`src/rtl/mem_rr_pkg.sv`:
```
// Shared defaults, request/response payload types and the address range helper
// used by the multi-read memory tile and its neighbours on the NoC side.
package mem_rr_pkg;

  localparam int WIDTH_DEF  = 8;
  localparam int DEPTH_DEF  = 16;
  localparam int NRD_DEF    = 2;
  localparam int MAX_ADDR_W = 16;
  localparam int MAX_WIDTH  = 64;

  // Payloads are sized for the widest tile so one type serves every instance.
  typedef struct packed {
    logic [MAX_ADDR_W-1:0] addr;
  } rd_req_t;

  typedef struct packed {
    logic [MAX_WIDTH-1:0] data;
  } rd_rsp_t;

  function automatic logic addr_ok(input logic [MAX_ADDR_W-1:0] addr,
                                   input int unsigned depth);
    return 32'(addr) < depth;
  endfunction

endpackage

```
`src/rtl/rr_arbiter.sv`:
```
// Round-robin arbiter: grants the first requester at or after the priority
// pointer; the pointer moves past the winner only when the grant is taken.
module rr_arbiter
  import mem_rr_pkg::*;
#(
  parameter int N = NRD_DEF
) (
  input  logic         clk,
  input  logic         rst_n,
  input  logic [N-1:0] req,
  input  logic         advance,
  output logic [N-1:0] grant
);

  localparam int PW = (N > 1) ? $clog2(N) : 1;

  logic [PW-1:0] ptr_q, ptr_d;
  logic [PW-1:0] win;
  logic          any;
  int            idx;

  always_comb begin
    grant = '0;
    win   = '0;
    any   = 1'b0;
    idx   = 0;
    for (int k = 0; k < N; k++) begin
      idx = int'(ptr_q) + k;
      if (idx >= N) idx = idx - N;
      if (!any && req[idx]) begin
        any        = 1'b1;
        grant[idx] = 1'b1;
        win        = PW'(idx);
      end
    end
    ptr_d = ptr_q;
    if (advance && any) begin
      ptr_d = (int'(win) + 1 >= N) ? '0 : PW'(int'(win) + 1);
    end
  end

  always_ff @(posedge clk or negedge rst_n) begin
    if (!rst_n) ptr_q <= '0;
    else        ptr_q <= ptr_d;
  end

endmodule

```
`src/rtl/mem_rr_multiread.sv`:
```
// Word memory with one write channel and NRD round-robin arbitrated read
// channels, each returning data through a registered, backpressure-holding slot.
module mem_rr_multiread
  import mem_rr_pkg::*;
#(
  parameter int WIDTH  = WIDTH_DEF,
  parameter int DEPTH  = DEPTH_DEF,
  parameter int ADDR_W = $clog2(DEPTH),
  parameter int NRD    = NRD_DEF
) (
  input  logic                  clk,
  input  logic                  rst_n,
  input  logic                  wr_valid,
  output logic                  wr_ready,
  input  logic [ADDR_W-1:0]     wr_addr,
  input  logic [WIDTH-1:0]      wr_data,
  input  logic [NRD-1:0]        rd_req_valid,
  output logic [NRD-1:0]        rd_req_ready,
  input  logic [NRD*ADDR_W-1:0] rd_req_addr,
  output logic [NRD-1:0]        rd_rsp_valid,
  input  logic [NRD-1:0]        rd_rsp_ready,
  output logic [NRD*WIDTH-1:0]  rd_rsp_data,
  output logic                  oob_err
);

  // Handshakes: a transfer happens on a rising edge where valid and ready are
  // both high; a valid side holds its payload until then, ready may depend
  // combinationally on valid (read grants do), valid never depends on ready.

  logic [WIDTH-1:0] mem_q [DEPTH];

  logic             wr_fire, wr_in_range;
  rd_req_t          req [NRD];
  logic [NRD-1:0]   eligible, grant;
  logic             rd_advance;
  logic [NRD-1:0]   rsp_valid_q, rsp_valid_d;
  logic [WIDTH-1:0] rsp_data_q [NRD];
  logic [WIDTH-1:0] rsp_data_d [NRD];
  logic             oob_q, oob_d;

  assign wr_ready = rst_n;

  always_comb begin
    wr_fire     = wr_valid && wr_ready;
    wr_in_range = addr_ok(MAX_ADDR_W'(wr_addr), DEPTH);
    eligible    = '0;
    for (int i = 0; i < NRD; i++) begin
      req[i].addr = MAX_ADDR_W'(rd_req_addr[i*ADDR_W +: ADDR_W]);
      // A slot being drained this cycle can take the next word without a bubble.
      eligible[i] = rd_req_valid[i] && (!rsp_valid_q[i] || rd_rsp_ready[i]);
    end
  end

  assign rd_advance = |grant;

  rr_arbiter #(.N(NRD)) u_arb (
    .clk     (clk),
    .rst_n   (rst_n),
    .req     (eligible),
    .advance (rd_advance),
    .grant   (grant)
  );

  always_comb begin
    oob_d = oob_q || (wr_fire && !wr_in_range);
    for (int i = 0; i < NRD; i++) begin
      rsp_valid_d[i] = rsp_valid_q[i] && !rd_rsp_ready[i];
      rsp_data_d[i]  = rsp_data_q[i];
      if (grant[i]) begin
        rsp_valid_d[i] = 1'b1;
        if (addr_ok(req[i].addr, DEPTH)) begin
          // Same-edge write to the read address wins: return the incoming word.
          if (wr_fire && wr_in_range && (wr_addr == req[i].addr[ADDR_W-1:0]))
            rsp_data_d[i] = wr_data;
          else
            rsp_data_d[i] = mem_q[req[i].addr[ADDR_W-1:0]];
        end else begin
          rsp_data_d[i] = '0;
          oob_d         = 1'b1;
        end
      end
    end
  end

  always_ff @(posedge clk) begin
    if (wr_fire && wr_in_range) mem_q[wr_addr] <= wr_data;
  end

  always_ff @(posedge clk or negedge rst_n) begin
    if (!rst_n) begin
      rsp_valid_q <= '0;
      oob_q       <= 1'b0;
      for (int i = 0; i < NRD; i++) rsp_data_q[i] <= '0;
    end else begin
      rsp_valid_q <= rsp_valid_d;
      oob_q       <= oob_d;
      for (int i = 0; i < NRD; i++) rsp_data_q[i] <= rsp_data_d[i];
    end
  end

  assign rd_req_ready = grant;
  assign rd_rsp_valid = rsp_valid_q;
  assign oob_err      = oob_q;

  always_comb begin
    rd_rsp_data = '0;
    for (int i = 0; i < NRD; i++) rd_rsp_data[i*WIDTH +: WIDTH] = rsp_data_q[i];
  end

endmodule

```
`config.mk`:
```
export PLATFORM = sky130hd
export DESIGN_NAME = mem_rr_multiread
export DESIGN_NICKNAME = d
export VERILOG_FILES = /design/src/rtl/mem_rr_pkg.sv /design/src/rtl/rr_arbiter.sv /design/src/rtl/mem_rr_multiread.sv
export SDC_FILE = /design/constraint.sdc
export NUM_CORES = 1
export LEC_CHECK = 0
export CORE_MARGIN = 2
export CORE_UTILIZATION = 27
export DETAILED_ROUTE_END_ITERATION = 12
export PLACE_DENSITY = 0.42
export SYNTH_ARGS = -nofsm -noshare
export SYNTH_HDL_FRONTEND = slang
export SYNTH_SLANG_ARGS = --single-unit
```
`constraint.sdc`:
```
create_clock -name clk -period 2 [get_ports clk]
set_input_delay 0.5 -clock clk [delete_from_list [all_inputs] [get_ports clk]]
set_output_delay 0.5 -clock clk [all_outputs]
set_load 0.05 [all_outputs]
```
# Word-level counts from Yosys, hierarchy flattened
# Memory sizes are Yosys's and may differ from the RTL's. A register that Yosys moved wholly into a read port is not among the register bits.
# Index checks and enable logic that the tools add are counted.
# word_totals
romBits,0
output_inout_bits,22
latch_bits,0
inputBits,27
ff_bits,4
word_cells,64
ramBits,128
n_memories,1
# op_classes
n_mux,27
div_mod_pow,0
n_mul,0
eq_ne,0
n_addsub,4
n_lt_le_gt_ge,9
reduce_logical,19
bitwise_logic,1
n_shift,0
# mem_list
memory,words,word_bits,read_ports,rd_clocked_by_memory_dff,wr,line_no,rtl
mem_q,16,8,2,2,1,mem_rr_multiread.sv:30,logic [WIDTH-1:0] mem_q [DEPTH];
# op_table
op,count
"greater-or-equal comparator 32 x 1 -> 1 bit, second input constant",2
"greater-or-equal comparator 32 x 3 -> 1 bit, second input constant",2
"less-than comparator 32 x 3 -> 1 bit, second input constant",2
two-way mux 32 bit,2
"subtractor 32 x 3 -> 32 bit, second input constant",1
two-way mux 1 bit,21
"less-than comparator 4 x 5 -> 1 bit, second input constant",2
logical AND 1 bit,9
logical NOT 1 bit,7
"adder 1 x 1 -> 2 bit, second input constant",2
two-way mux 2 bit,2
"subtractor 1 x 2 -> 3 bit, second input constant",1
demux 1 bit (select 1 bit),2
"greater-or-equal comparator 1 x 2 -> 1 bit, second input constant",1
logical OR 1 bit,2
bitwise OR 2 bit,1
OR reduction 2 bit,1

# Logic depth before layout (Yosys ltp)
# logic_depth
ltp_word,13
ltp_mapped,6
ltp_nobuf,5

# Cells and area by module
# A second synthesis with hierarchy kept.
# hier_totals
cells_unflattened,380
area_unflattened_um2,6945.4
# by_module_without_submodules
module,n_inst,seq_area_each_um2,area_per_inst_um2,cells_per_inst
mem_rr_multiread,1,4294.1,6890.4,374
rr_arbiter,1,25.0,55.1,6

# Worst setup path before layout
# No wires, ideal clock.
# synth_path
kind,flip-flop to flip-flop
start,"reg rsp_valid_q[1], in the netlist rd_rsp_valid[1]"
end,"reg rsp_data_q (netlist bit rd_rsp_data[0]), read port of mem_q"
slack_ns,-0.100
arrival_ns,2.009
setup_time_ns,0.091
t_required_ns,1.909
path_stages_with_launch,6
period_less_slack_ns,2.100
n_path_buf,0
path_cell_list,dfrtp_1 -> nand2b_1 -> a311o_1 -> inv_1 -> nand4b_1 -> o221ai_1
# synth_between
elab_chain_len,10
elab_cells_between_ends,15
classes_between,mux: 9; bitwise: 1; reduce/logical: 5
# synth_rtl
element,line_no,rtl
from (decl),mem_rr_multiread.sv:36,"logic [NRD-1:0] rsp_valid_q, rsp_valid_d;"
from (signal assigned),mem_rr_multiread.sv:95,rsp_valid_q <= rsp_valid_d;
logical NOT 1 bit (*),mem_rr_multiread.sv:50,eligible[i] = rd_req_valid[i] && (!rsp_valid_q[i] || rd_rsp_ready[i]);
logical OR 1 bit (*),mem_rr_multiread.sv:50,
logical AND 1 bit (*),mem_rr_multiread.sv:50,
two-way mux 1 bit (implied by the code) (3 in a row),rr_arbiter.sv:30,if (!any && req[idx]) begin
two-way mux 1 bit,rr_arbiter.sv:30,
logical NOT 1 bit,rr_arbiter.sv:30,
logical AND 1 bit,rr_arbiter.sv:30,
two-way mux 2 bit (*),rr_arbiter.sv:30,
named net rd_req_ready[0],mem_rr_multiread.sv:18,"output logic [NRD-1:0] rd_req_ready,"
to (decl),mem_rr_multiread.sv:37,logic [WIDTH-1:0] rsp_data_q [NRD];
# Mark *: on every way through the listed nets, which the timed path passes. The rest lies on a longest branch. The select of a mux whose other input is x is not followed.
# A chain may end at the register's enable or synchronous reset.

# Worst setup path after layout
# layout_path
start,"reg rsp_valid_q[0], in the netlist rd_rsp_valid[0]"
end,out rd_req_ready[0]
# layout_between
elab_chain_len,10
elab_cells_between_ends,15
classes_between,mux: 9; bitwise: 1; reduce/logical: 5
# layout_rtl
element,line_no
logical NOT 1 bit (*),mem_rr_multiread.sv:50
logical OR 1 bit (*),mem_rr_multiread.sv:50
logical AND 1 bit (*),mem_rr_multiread.sv:50
two-way mux 1 bit (implied by the code) (3 in a row),rr_arbiter.sv:30
two-way mux 1 bit,rr_arbiter.sv:30
logical NOT 1 bit,rr_arbiter.sv:30
logical AND 1 bit,rr_arbiter.sv:30
two-way mux 2 bit (*),rr_arbiter.sv:30
to (decl),mem_rr_multiread.sv:18
# Mark *: on every way between the ends. The rest lies on a longest branch, timed or not. The select of a mux whose other input is x is not followed.

==> summary.txt <==
Floorplanning
  • CORE AREA: 0.0251 mm²
  • Die H: 164 µm
  • Std-Cell Rows: 58
  • Die area: 0.0268 mm²
  • Initial Util: 27.5%
  • Ports: 49
  • Die Wd: 164 µm

Worst setup path
  • Crit Reg-Reg Startpoint: rd_rsp_valid[0]$_DFF_PN0_
  • Critical path type: flip-flop to output port
  • Crit-path max cell delay: 0.38 ns
  • Crit-path leading delay family: flip-flops
  • Crit path max fanout: 2
  • Crit end category: output port
  • Worst-path cell chain: nor2b_4 -> a311o_1 -> clkinvlp_4 -> buf_8
  • R2R setup slack: 0.32 ns
  • CP Buf/Inv Count: 2
  • WP data arrival: 1.51 ns
  • CP Launch Type: flip-flop
  • Crit path required time: 1.50 ns
  • Worst R2R Path Depth: 8
  • RR Endpoint: rd_rsp_data[5]$_DFFE_PN0P_
  • Slowest-stage cell, CP: dfrtp_1

Synth
  • Primary FF master, synth: edfxtp_1
  • Yosys top cell by area: edfxtp_1
  • Post-Syn Nets: 415
  • Warnings, synthesis: 0
  • Area contributors post-synth: edfxtp_1, mux4_2, dfrtp_1, a22o_1, mux4_1
  • Gate Count Post-Synth: 388
  • Post-synth EDFFs: 128
  • Top cell type's share of synthesized area: 55.7%
  • Synth unique cells: 31
  • Sequential element share of the synthesized area: 62.6%
  • Most instantiated library cell after synthesis: edfxtp_1
  • Post-synthesis register bit count: 147
  • Synth Area per Inst: 17.8 µm²
  • Top post-synthesis cells by count: edfxtp_1, mux4_2, a22o_1, nor2_1, nand2_1
  • Cell area after synthesis: 0.00690 mm²
  • Async set-reset flop share out of synthesis: 12.9%

Detailed routing
  • Vias per cell: 5.03
  • DRT antenna net count: 0
  • Met2 wire len: 9490 µm
  • DR pass1 iterations: 6
  • Starting DRT DRC Count: 409
  • Routed wire per std cell: 23.7 µm
  • DR top layer: met4
  • DRC errors left: 0
  • Final wirelength: 20700 µm
  • Length of routed wiring on met1: 9550 µm
  • Vias post-DR: 4384
  • Met3 WL: 1200 µm

Power and ir drop
  • Internal power: 6.04 mW
  • Net Sw Frac: 27.7%
  • Final Power: 8.35 mW
  • Max VDD drop: 472 µV
  • Seq pwr share: 42.7%
  • Clock power share: 39.1%
  • Static Leakage: 3.32 nW
  • Gate power share: 18.1%
  • Switching pwr: 2.31 mW
  • Power Density: 910 mW/mm²

STA
  • RSZ-0062 raised after global routing: true
  • Endpoints failing setup: 3
  • Fin. max-slew vios: 0
  • Max Fclk: 498 MHz
  • Relative slew slack: 51.3%
  • Final Cycle Share: 100%
  • Worst slew pin tran: 0.729 ns
  • Clock Skew: 0.00823 ns
  • Post-route minimum period: 2.01 ns
  • Final Hold Viols: 0
  • Fin worst setup slack: -0.00728 ns

Clock network
  • CTS tree: yes
  • Skew-Pair Late Insertion Delay: 0.43 ns
  • Htree depth: 4
  • Worst-path clk slew: 0.06 ns
  • Root Buffer: clkbuf_16
  • Clock Sink Count: 147
  • Clk buf depth: 2
  • CTS buffer count: 17

Cells and area
  • Layout area overhead: 33.0%
  • Fillers: 2380
  • Ant. Diodes: 0
  • Nets: 556
  • Share of post-route cells with drive strength above 1: 42.8%
  • Reg area: 0.00432 mm²
  • Multi-input logic area: 0.00242 mm²

Status
  • Failing checks: negative setup slack
  • Outcome: finished with violations

Global route
  • Largest net degree at the start of global routing: 18
  • GRT Total Usage: 16.1%
  • Initial antenna violation count: 0
  • First-pass GRT wire length: 30400 µm
  • GRT overflow: 0
  • Vias in the first global route: 4579

Placement
  • Placer Congestion: 0.836
  • Place WS: -0.571 ns
  • DP HPWL: 16000 µm
  • Port bufs: 47

Flow run
  • Max-Cap Viols: 0

Worst hold path
  • Worst min path class: input pin to asynchronous set/reset pin
worst reg2reg max path, delay by kind of cell, from the launching register on:
| kind | cells | cell delay (ns) |
|---|---|---|
| AOI/OAI and AO/OA | 2 | 0.51 |
| buffers and inverters | 4 | 0.47 |
| DFF | 1 | 0.38 |
| and+or+nand+nor | 2 | 0.23 |
area by class of cell:
class,count,area share (%)
Tap cell,330,4.50
Inverter,11,0.491
Timing Repair Buffer,150,14.9
Clock inverter,12,1.59
Clock buffer,20,5.08
Multi-Input combinational cell,202,26.4
Sequential cell,147,47.1
metal layers:
layer	global-route usage, %	up-vias
met1	22.3	2281
met4	5.42	0
li1	-	1900
met2	25.2	180
met3	3.54	23
met5	0	-
through the flow:
| stage | area (µm²) | util [%] | instances | hold slack, ns | TNS [ns] |
|---|---|---|---|---|---|
| floorplan | 6900 | - | 388 | 0.204 | 0 |
| global placement | 8460 | 33.7 | 836 | 0.497 | -57.59 |
| CTS | 9160 | 36.5 | 872 | 0.436 | -0.0795 |
| global route | 9180 | 36.6 | 872 | 0.484 | -0.0865 |
| finish | 9180 | 36.6 | 872 | 0.451 | -0.00878 |
| detailed placement | 8460 | 33.7 | 836 | 0.490 | -56.50 |
worst max path at each step:
stage	from	to	slack, ns	cells past startpoint
3_3_place_gp	wr_valid	mem_q[2][6]$_DFFE_PP_	-0.59	5
3_5_place_dp	wr_valid	mem_q[2][6]$_DFFE_PP_	-0.57	5
4_1_cts	rd_rsp_valid[0]$_DFF_PN0_	rd_req_ready[0]	-0.08	4
5_1_grt	rd_rsp_valid[0]$_DFF_PN0_	rd_req_ready[0]	-0.08	4
2_1_floorplan	rd_rsp_valid[0]$_DFF_PN0_	rd_rsp_data[15]$_DFFE_PN0P_	0.007	5
6_report	rd_rsp_valid[0]$_DFF_PN0_	rd_req_ready[0]	-0.007	4
state kept, by name (all words and copies together), names as in the netlist:
signal        cells
u_arb.ptr_q       1
mem_q           128
rd_rsp_data      16
rd_rsp_valid      2
cell families (layout without fill, tap and decap cells):
| kind of cell | Yosys count | after routing | share of synthesized area, % |
|---|---|---|---|
| multiplexers | 64 | 64 | 21.3 |
| flip-flops | 147 | 147 | 62.6 |
| XOR/XNOR | 8 | 8 | 1.02 |
| other | 1 | 1 | 0.0544 |
| AO/OA/AOI/OAI | 54 | 54 | 6.82 |
| buffers and inverters | 39 | 193 | 3.37 |
| AND/OR/NAND/NOR | 75 | 75 | 4.81 |
layout by cell type, fill, tap and decap left out, types with 2 or more instances in the layout:
master,instances
clkinvlp_4,2
dlygate4sd2_1,5
nor2b_1,4
mux4_1,8
and2_1,2
buf_2,4
mux4_2,56
clkinv_4,6
buf_12,15
clkdlybuf4s50_1,17
nor2_4,3
nand4b_1,2
bufinv_16,2
xor2_1,6
xnor2_1,2
o221ai_1,16
dfrtp_1,18
buf_4,107
clkbuf_16,17
nor3_2,3
inv_1,8
clkbuf_8,3
edfxtp_1,128
nand2_1,21
inv_2,2
nand2b_1,3
nor2_1,28
inv_6,3
a22o_1,32
nor3_1,3
power groups by stage:
stage	clock (mW)	sequential [mW]	combinational [mW]
after CTS	3.33	3.57	1.53
after global routing	3.43	3.58	1.60
final	3.27	3.57	1.52
after global placement	0	3.63	1.48
after detailed placement	0	3.63	1.48
after floorplan	0	3.95	0.496
repair_timing:
item,4_1_cts,5_1_grt
setup buffers,4,0
hold buffers,0,0
resized for setup,20,5
pin swaps,2,2
setup endpoints to repair,42,29
Note: power is estimated with default switching activity, not from simulation.
